$ cat src/rtl/arcade_input_mux.sv
// Player-input front end: merges PS/2 key state with MiSTer joysticks, adds
// autofire and coin-pulse stretching, and holds the HPS-loaded DIP banks.
module arcade_input_mux #(
   parameter int         PLAYERS      = 2,
   parameter int         BUTTONS      = 4,
   parameter int         COIN_PULSE   = 2400000,
   parameter int         AUTOFIRE_DIV = 400000,
   parameter int         DIP_BANKS    = 8,
   parameter logic [7:0] DIP_INIT     = 8'h00
) (
   input  logic                         clk_sys,
   input  logic                         reset_n,
   input  logic [10:0]                  ps2_key,
   input  logic [16*PLAYERS-1:0]        joy_in,
   input  logic [BUTTONS-1:0]           autofire_mask,
   input  logic                         ioctl_wr,
   input  logic [7:0]                   ioctl_index,
   input  logic [24:0]                  ioctl_addr,
   input  logic [7:0]                   ioctl_dout,
   output logic [4*PLAYERS-1:0]         dir,
   output logic [BUTTONS*PLAYERS-1:0]   btn,
   output logic [PLAYERS-1:0]           start,
   output logic [PLAYERS-1:0]           coin,
   output logic [8*DIP_BANKS-1:0]       dip
);

   localparam int CW = $clog2(COIN_PULSE);
   localparam int AW = (AUTOFIRE_DIV > 1) ? $clog2(AUTOFIRE_DIV) : 1;
   localparam int NB = BUTTONS * PLAYERS;

   typedef enum logic [2:0] {K_NONE, K_DIR, K_BTN, K_START, K_COIN} key_kind_e;
   typedef enum logic {C_IDLE, C_PULSE} coin_st_e;

   key_kind_e kind;
   logic [1:0] kp;
   logic [2:0] ki;

   logic tog_q, first_q, kb_evt;
   logic [4*PLAYERS-1:0] kb_dir_q, kb_dir_d, dir_raw, dir_q;
   logic [NB-1:0] kb_btn_q, kb_btn_d, btn_raw, btn_af, btn_q;
   logic [PLAYERS-1:0] kb_start_q, kb_start_d, start_raw, start_q;
   logic [PLAYERS-1:0] kb_coin_q, kb_coin_d, coin_raw, coin_raw_q, coin_prev_q, coin_rise;
   logic [AW-1:0] af_cnt_q;
   logic af_phase_q;

   // Scan-code map: kind/player/index for the current ps2_key code
   always_comb begin
      kind = K_NONE;
      kp   = 2'd0;
      ki   = 3'd0;
      if (ps2_key[8]) begin
         case (ps2_key[7:0])
            8'h75: begin kind = K_DIR; ki = 3'd3; end
            8'h72: begin kind = K_DIR; ki = 3'd2; end
            8'h6B: begin kind = K_DIR; ki = 3'd1; end
            8'h74: begin kind = K_DIR; ki = 3'd0; end
            default: ;
         endcase
      end else begin
         case (ps2_key[7:0])
            8'h14: begin kind = K_BTN; ki = 3'd0; end
            8'h11: begin kind = K_BTN; ki = 3'd1; end
            8'h29: begin kind = K_BTN; ki = 3'd2; end
            8'h12: begin kind = K_BTN; ki = 3'd3; end
            8'h1A: begin kind = K_BTN; ki = 3'd4; end
            8'h22: begin kind = K_BTN; ki = 3'd5; end
            8'h21: begin kind = K_BTN; ki = 3'd6; end
            8'h2A: begin kind = K_BTN; ki = 3'd7; end
            8'h2D: begin kind = K_DIR; kp = 2'd1; ki = 3'd3; end
            8'h2B: begin kind = K_DIR; kp = 2'd1; ki = 3'd2; end
            8'h23: begin kind = K_DIR; kp = 2'd1; ki = 3'd1; end
            8'h34: begin kind = K_DIR; kp = 2'd1; ki = 3'd0; end
            8'h1C: begin kind = K_BTN; kp = 2'd1; ki = 3'd0; end
            8'h1B: begin kind = K_BTN; kp = 2'd1; ki = 3'd1; end
            8'h15: begin kind = K_BTN; kp = 2'd1; ki = 3'd2; end
            8'h1D: begin kind = K_BTN; kp = 2'd1; ki = 3'd3; end
            8'h43: begin kind = K_BTN; kp = 2'd1; ki = 3'd4; end
            8'h42: begin kind = K_BTN; kp = 2'd1; ki = 3'd5; end
            8'h3B: begin kind = K_BTN; kp = 2'd1; ki = 3'd6; end
            8'h4B: begin kind = K_BTN; kp = 2'd1; ki = 3'd7; end
            8'h16, 8'h05: begin kind = K_START; kp = 2'd0; end
            8'h1E, 8'h06: begin kind = K_START; kp = 2'd1; end
            8'h26: begin kind = K_START; kp = 2'd2; end
            8'h25: begin kind = K_START; kp = 2'd3; end
            8'h2E, 8'h76: begin kind = K_COIN; kp = 2'd0; end
            8'h36: begin kind = K_COIN; kp = 2'd1; end
            8'h3D: begin kind = K_COIN; kp = 2'd2; end
            8'h3E: begin kind = K_COIN; kp = 2'd3; end
            default: ;
         endcase
      end
   end

   // first_q suppresses a false event when the toggle is already high at reset
   assign kb_evt = !first_q && (ps2_key[10] != tog_q);

   always_comb begin
      kb_dir_d   = kb_dir_q;
      kb_btn_d   = kb_btn_q;
      kb_start_d = kb_start_q;
      kb_coin_d  = kb_coin_q;
      if (kb_evt) begin
         for (int i = 0; i < 4*PLAYERS; i++)
            if (kind == K_DIR && i == 4*int'(kp) + int'(ki)) kb_dir_d[i] = ps2_key[9];
         for (int i = 0; i < NB; i++)
            if (kind == K_BTN && int'(ki) < BUTTONS && i == BUTTONS*int'(kp) + int'(ki))
               kb_btn_d[i] = ps2_key[9];
         for (int i = 0; i < PLAYERS; i++) begin
            if (kind == K_START && i == int'(kp)) kb_start_d[i] = ps2_key[9];
            if (kind == K_COIN && i == int'(kp)) kb_coin_d[i] = ps2_key[9];
         end
      end
   end

   assign btn_af = btn_raw & (~{PLAYERS{autofire_mask}} | {NB{af_phase_q}});
   assign coin_rise = coin_raw_q & ~coin_prev_q;

   // Raw registers start high so a coin held through reset cannot fire
   always_ff @(posedge clk_sys or negedge reset_n) begin
      if (!reset_n) begin
         tog_q       <= 1'b0;
         first_q     <= 1'b1;
         kb_dir_q    <= '0;
         kb_btn_q    <= '0;
         kb_start_q  <= '0;
         kb_coin_q   <= '0;
         dir_q       <= '0;
         btn_q       <= '0;
         start_q     <= '0;
         coin_raw_q  <= '1;
         coin_prev_q <= '1;
         af_cnt_q    <= '0;
         af_phase_q  <= 1'b1;
      end else begin
         tog_q       <= ps2_key[10];
         first_q     <= 1'b0;
         kb_dir_q    <= kb_dir_d;
         kb_btn_q    <= kb_btn_d;
         kb_start_q  <= kb_start_d;
         kb_coin_q   <= kb_coin_d;
         dir_q       <= dir_raw;
         btn_q       <= btn_af;
         start_q     <= start_raw;
         coin_raw_q  <= coin_raw;
         coin_prev_q <= coin_raw_q;
         if (af_cnt_q == AW'(AUTOFIRE_DIV - 1)) begin
            af_cnt_q   <= '0;
            af_phase_q <= ~af_phase_q;
         end else begin
            af_cnt_q <= af_cnt_q + AW'(1);
         end
      end
   end

   assign dir   = dir_q;
   assign btn   = btn_q;
   assign start = start_q;

   for (genvar p = 0; p < PLAYERS; p++) begin : g_player
      coin_st_e st_q, st_d;
      logic [CW-1:0] cnt_q, cnt_d;
      logic unused_joy;

      assign unused_joy = ^joy_in[16*p+15 : 16*p+6+BUTTONS];
      assign dir_raw[4*p +: 4] = kb_dir_q[4*p +: 4] | joy_in[16*p +: 4];
      assign btn_raw[BUTTONS*p +: BUTTONS] = kb_btn_q[BUTTONS*p +: BUTTONS]
                                           | joy_in[16*p+4 +: BUTTONS];
      assign start_raw[p] = kb_start_q[p] | joy_in[16*p+4+BUTTONS];
      assign coin_raw[p]  = kb_coin_q[p]  | joy_in[16*p+5+BUTTONS];

      always_ff @(posedge clk_sys or negedge reset_n) begin
         if (!reset_n) begin
            st_q  <= C_IDLE;
            cnt_q <= '0;
         end else begin
            st_q  <= st_d;
            cnt_q <= cnt_d;
         end
      end

      // Edges seen while pulsing, terminal cycle included, are discarded
      always_comb begin
         st_d  = st_q;
         cnt_d = cnt_q;
         case (st_q)
            C_IDLE: if (coin_rise[p]) begin
               st_d  = C_PULSE;
               cnt_d = '0;
            end
            C_PULSE: begin
               if (cnt_q == CW'(COIN_PULSE - 1)) st_d = C_IDLE;
               else cnt_d = cnt_q + CW'(1);
            end
            default: st_d = C_IDLE;
         endcase
      end

      assign coin[p] = (st_q == C_PULSE);
   end

   for (genvar b = 0; b < DIP_BANKS; b++) begin : g_dip
      logic [7:0] bank_q;

      always_ff @(posedge clk_sys or negedge reset_n) begin
         if (!reset_n) begin
            bank_q <= DIP_INIT;
         end else if (ioctl_wr && ioctl_index == 8'd254 && ioctl_addr[24:3] == '0
                      && ioctl_addr[2:0] == 3'(b)) begin
            bank_q <= ioctl_dout;
         end
      end

      assign dip[8*b +: 8] = bank_q;
   end

endmodule

$ cat config.mk
export PLATFORM = sky130hd
export DESIGN_NAME = arcade_input_mux
export DESIGN_NICKNAME = d
export VERILOG_FILES = /design/src/rtl/arcade_input_mux.sv
export SDC_FILE = /design/constraint.sdc
export NUM_CORES = 1
export LEC_CHECK = 0
export ABC_AREA = 1
export CAP_MARGIN = 30
export CORE_MARGIN = 2
export CORE_UTILIZATION = 50
export CTS_CLUSTER_DIAMETER = 40
export CTS_CLUSTER_SIZE = 28
export DETAILED_ROUTE_END_ITERATION = 10
export PLACE_DENSITY = 0.78
export SYNTH_ARGS = -nofsm -noshare
export SYNTH_HDL_FRONTEND = slang
export SYNTH_SLANG_ARGS = --single-unit
$ cat constraint.sdc
create_clock -name clk_sys -period 3.3 [get_ports clk_sys]
set_input_delay 0.825 -clock clk_sys [delete_from_list [all_inputs] [get_ports clk_sys]]
set_output_delay 0.825 -clock clk_sys [all_outputs]
set_load 0.05 [all_outputs]
==> results.rst <==
.. list-table::
   :header-rows: 1

   * - Metric
     - Value
   * - Number of core rows
     - 47
   * - Worst-Margin Slew
     - 0.9025 ns
   * - Worst R2R Start
     - g_player[1].cnt_q[3]
   * - # DRC
     - 0
   * - Length in cells of the worst reg-to-reg path
     - 12
   * - Top library cells by usage in the layout, fill and taps aside
     - sky130_fd_sc_hd__nand2_1 (266), sky130_fd_sc_hd__dfrtp_1 (168), sky130_fd_sc_hd__clkdlybuf4s50_1 (161)
   * - DRT Wirelength
     - 22.28 mm
   * - Effective utilization at floorplan
     - between 50% and 60%
   * - Netlist cell types
     - 40
   * - Maximum count of clock buffers along a single path
     - 2
   * - Unrepaired setup endpoints after global routing
     - yes
   * - Number of buffers added on ports
     - 162
   * - Layout Area Growth over Synthesis
     - 32.62%
   * - Total iterations of the first detailed-routing run
     - 5
   * - Inserted Diodes
     - 0
   * - Gpl congestion
     - 0.9187
   * - Total global routing track utilization
     - 25.68%
   * - Number of CTS-inserted buffers
     - 17
   * - H-tree lvl count
     - 4
   * - VDD IR-drop max
     - 372.6 uV
   * - Number of flops mapped to enable cells by yosys
     - 0
   * - Arrival time worst endpoint
     - 3.37 ns
   * - Hold slack final
     - 0.3663 ns
   * - Number of vias per cell after detailed routing
     - 5.131
   * - Placed cell count
     - around 1500
   * - Wire per inst
     - 14.65 um
   * - Worst Clk Skew
     - 0.01050 ns
   * - Final design instance area without fill
     - 11290 um^2
   * - Destination of the worst hold path
     - coin_prev_q[1]
   * - Proportion of synthesized chip area in sequential cells
     - about half
   * - Count of endpoints failing setup in the final report
     - 0
   * - Static leakage
     - 5.242 nW
   * - Total die area
     - between 15000 and 20000 um^2
   * - Non-filler instance count after layout
     - 1521
   * - Mapped Avg Cell Area
     - 7.910 um^2
   * - DRT antenna net count
     - 0
   * - Number of top-level pins
     - 175
   * - Total power draw
     - 0.004969 W
   * - Fmax
     - 325.8 MHz
   * - Cell Area, Placed
     - around 11000 um^2
   * - Clock edge transition at the registers on the reported setup and hold paths
     - 0.06 ns
   * - Net total in the final layout
     - 1383
   * - Synthesized cell area
     - between 8000 and 9000 um^2
   * - Worst Hold Launch
     - coin_raw_q[1]
   * - Height of the die
     - 134.5 um
   * - Number of global-route vias before repair
     - 7477
   * - Synth area leader
     - sky130_fd_sc_hd__dfrtp_1
   * - Power density of the placed cells
     - 440.2 nW/um^2
   * - Dominant synthesized flop cell
     - sky130_fd_sc_hd__dfrtp_1
   * - Vias
     - 7804
   * - Maximum number of pins on one net before global-route repair
     - 76
   * - Antenna violations before repair
     - 0
   * - Final period utilization
     - between 90 and 100%
   * - Period minus WS final
     - 3.069 ns
   * - Crit Path Max Fanout
     - 7
   * - Outcome
     - completed
   * - First-pass GRT wire length
     - 36.77 mm
   * - Synthesized Nets
     - about 1200
   * - Worst relative slew slack
     - 39.33%
   * - Kind of path behind the tightest hold check
     - reg -> reg
   * - Clock tree from TritonCTS
     - built
   * - Total congestion overflow after global routing
     - 0
   * - Cell depth of the worst min-delay path
     - 0
   * - Critical Path RT
     - between 3 and 4 ns
   * - Max-slew violation count
     - 0
   * - Post-synth ARST share
     - 100.0%
   * - Latest clock arrival within the worst-skew pair
     - roughly 0.44 ns
   * - Crit Path Category
     - in -> reg
   * - Register bit count reported by yosys
     - roughly 170
   * - Yosys Warn Count
     - 0
   * - Core Region
     - 16580 um^2
   * - Number of DRC markers in iteration 0
     - 490
   * - Post-DP HPWL
     - 16.52 mm
   * - Setup TNS
     - 0 ns
   * - TritonCTS sink count
     - between 150 and 200
   * - Width of the die
     - 134.5 um
   * - Capture point of the worst reg-to-reg path
     - g_player[1].cnt_q[8]
   * - Top cells by area in the synthesized netlist
     - sky130_fd_sc_hd__dfrtp_1 (49%), sky130_fd_sc_hd__nand2_1 (12%), sky130_fd_sc_hd__nor2_1 (7.0%)
   * - CTS root buf
     - sky130_fd_sc_hd__clkbuf_16
   * - Number of endpoints with negative hold slack in the final report
     - 0
   * - Crit. End Element
     - flip-flop
   * - Most common cell after layout, fill and taps aside
     - sky130_fd_sc_hd__nand2_1
   * - Proportion of layout cells with a drive suffix above 1
     - 9.070%
   * - Setup slack of the worst register-to-register path
     - 0.68 ns
   * - Post-synthesis cell count
     - 1076
   * - Startpoint kind of the worst setup timing path
     - primary input
   * - Max cap viols
     - 0
   * - Synth top area share
     - 49.40%
[cells by family (layout without fill, tap and decap cells)]
logic type / after synthesis / after routing / synth area share, %
buffers and inverters: 155 / 380 / 7.204
other: 1 / 1 / 0.04406
xor gates and xnor gates: 31 / 31 / 3.190
adders and majority gates: 4 / 4 / 0.5881
AOI/OAI and AO/OA: 133 / 133 / 8.468
DFF: 174 / 174 / 51.25
and+or+nand+nor: 577 / 577 / 29.14
muxes: 1 / 1 / 0.1176
[sequential cells by signal (all words and copies together), names as in the netlist]
register        flops
kb_start_q          2
kb_dir_q            8
kb_btn_q            8
start               2
dir                 8
af_phase_q          1
g_dip.bank_q       64
af_cnt_q           19
coin_raw_q          2
g_player.cnt_q     44
btn                 8
coin_prev_q         2
tog_q               1
kb_coin_q           2
first_q             1
g_player.st_q       2
[how the worst max path moves through the flow]
stage,startpoint,end,cells past startpoint
floorplan,ps2_key[2],kb_btn_q[6],19
global placement,ps2_key[2],kb_btn_q[6],14
detailed placement,ps2_key[2],kb_btn_q[6],14
CTS,ps2_key[2],kb_dir_q[6],14
global route,ps2_key[7],kb_btn_q[4],18
finish,ps2_key[2],kb_btn_q[7],20
[Yosys cell counts, drive strengths merged (4+ instances only)]
library cell  instances
nand4                29
nand3                51
nand3b                4
inv                 132
dfstp                 6
or2                  16
o21ai                81
ha                    4
a21oi                27
nand2               267
nor3                 30
nor4                 13
xor2                 25
nor2                165
o22ai                11
clkbuf                4
xnor2                 6
dfrtp               168
buf                  18
o31ai                 8
[area by class of cell]
| type | instances | area (um^2) |
|---|---|---|
| clock buffers | 23 | 457.9 |
| clock inverters | 9 | 113.9 |
| fillers | 1391 | 5296 |
| inverters | 133 | 499.2 |
| multi-input cells | 747 | 3546 |
| flip-flops and latches | 174 | 4362 |
| well taps | 220 | 275.3 |
| repair buffers | 215 | 2033 |
[stage by stage]
step / utilization [%] / worst slack, ns
6_report: 68.06 / 0.2308
3_3_place_gp: 64.55 / -0.1551
3_5_place_dp: 64.55 / -0.2163
5_1_grt: 68.06 / -0.05648
4_1_cts: 68.00 / 0.2489
2_1_floorplan: - / 0.5334
[metal layers]
layer | up-vias | share of wire [%] | GRT usage [%]
met3 | 40 | 4.7 | 6.044
met4 | 0 | 2.5 | 9.240
met1 | 3691 | 44 | 32.71
li1 | 3876 | - | -
met2 | 197 | 49 | 43.06
met5 | - | 0 | 0
[report_power, final]
| group | internal (W) | switching [W] | total, W |
|---|---|---|---|
| sequential | 0.00225 | 0.0000785 | 0.00233 |
| combinational | 0.000265 | 0.000408 | 0.000673 |
| clock | 0.00114 | 0.000830 | 0.00197 |
[worst max-delay path: stages]
cell	delay, ns
sky130_fd_sc_hd__clkdlybuf4s50_1	0.62
sky130_fd_sc_hd__inv_2	0.08
sky130_fd_sc_hd__nand2_1	0.12
sky130_fd_sc_hd__nor2_2	0.07
sky130_fd_sc_hd__nand2_1	0.08
sky130_fd_sc_hd__nand2_1	0.06
sky130_fd_sc_hd__nor2_1	0.18
sky130_fd_sc_hd__nand2_1	0.07
sky130_fd_sc_hd__nand2_1	0.08
sky130_fd_sc_hd__o21bai_1	0.14
sky130_fd_sc_hd__inv_1	0.07
sky130_fd_sc_hd__ha_1	0.18
sky130_fd_sc_hd__inv_1	0.07
sky130_fd_sc_hd__nand3_1	0.10
sky130_fd_sc_hd__nor2_1	0.16
sky130_fd_sc_hd__inv_1	0.06
sky130_fd_sc_hd__nor2_1	0.17
sky130_fd_sc_hd__nand2_1	0.10
sky130_fd_sc_hd__nand2_1	0.07
sky130_fd_sc_hd__o21ai_0	0.07
[repair_timing]
| item | CTS | global route |
|---|---|---|
| hold endpoints to repair | 0 | 0 |
| resized for setup | 0 | 3 |
| setup endpoints to repair | 0 | 5 |
| hold buffers | 0 | 0 |
| buffers inserted | 0 | 0 |
Power figures use the tool's default switching activity.
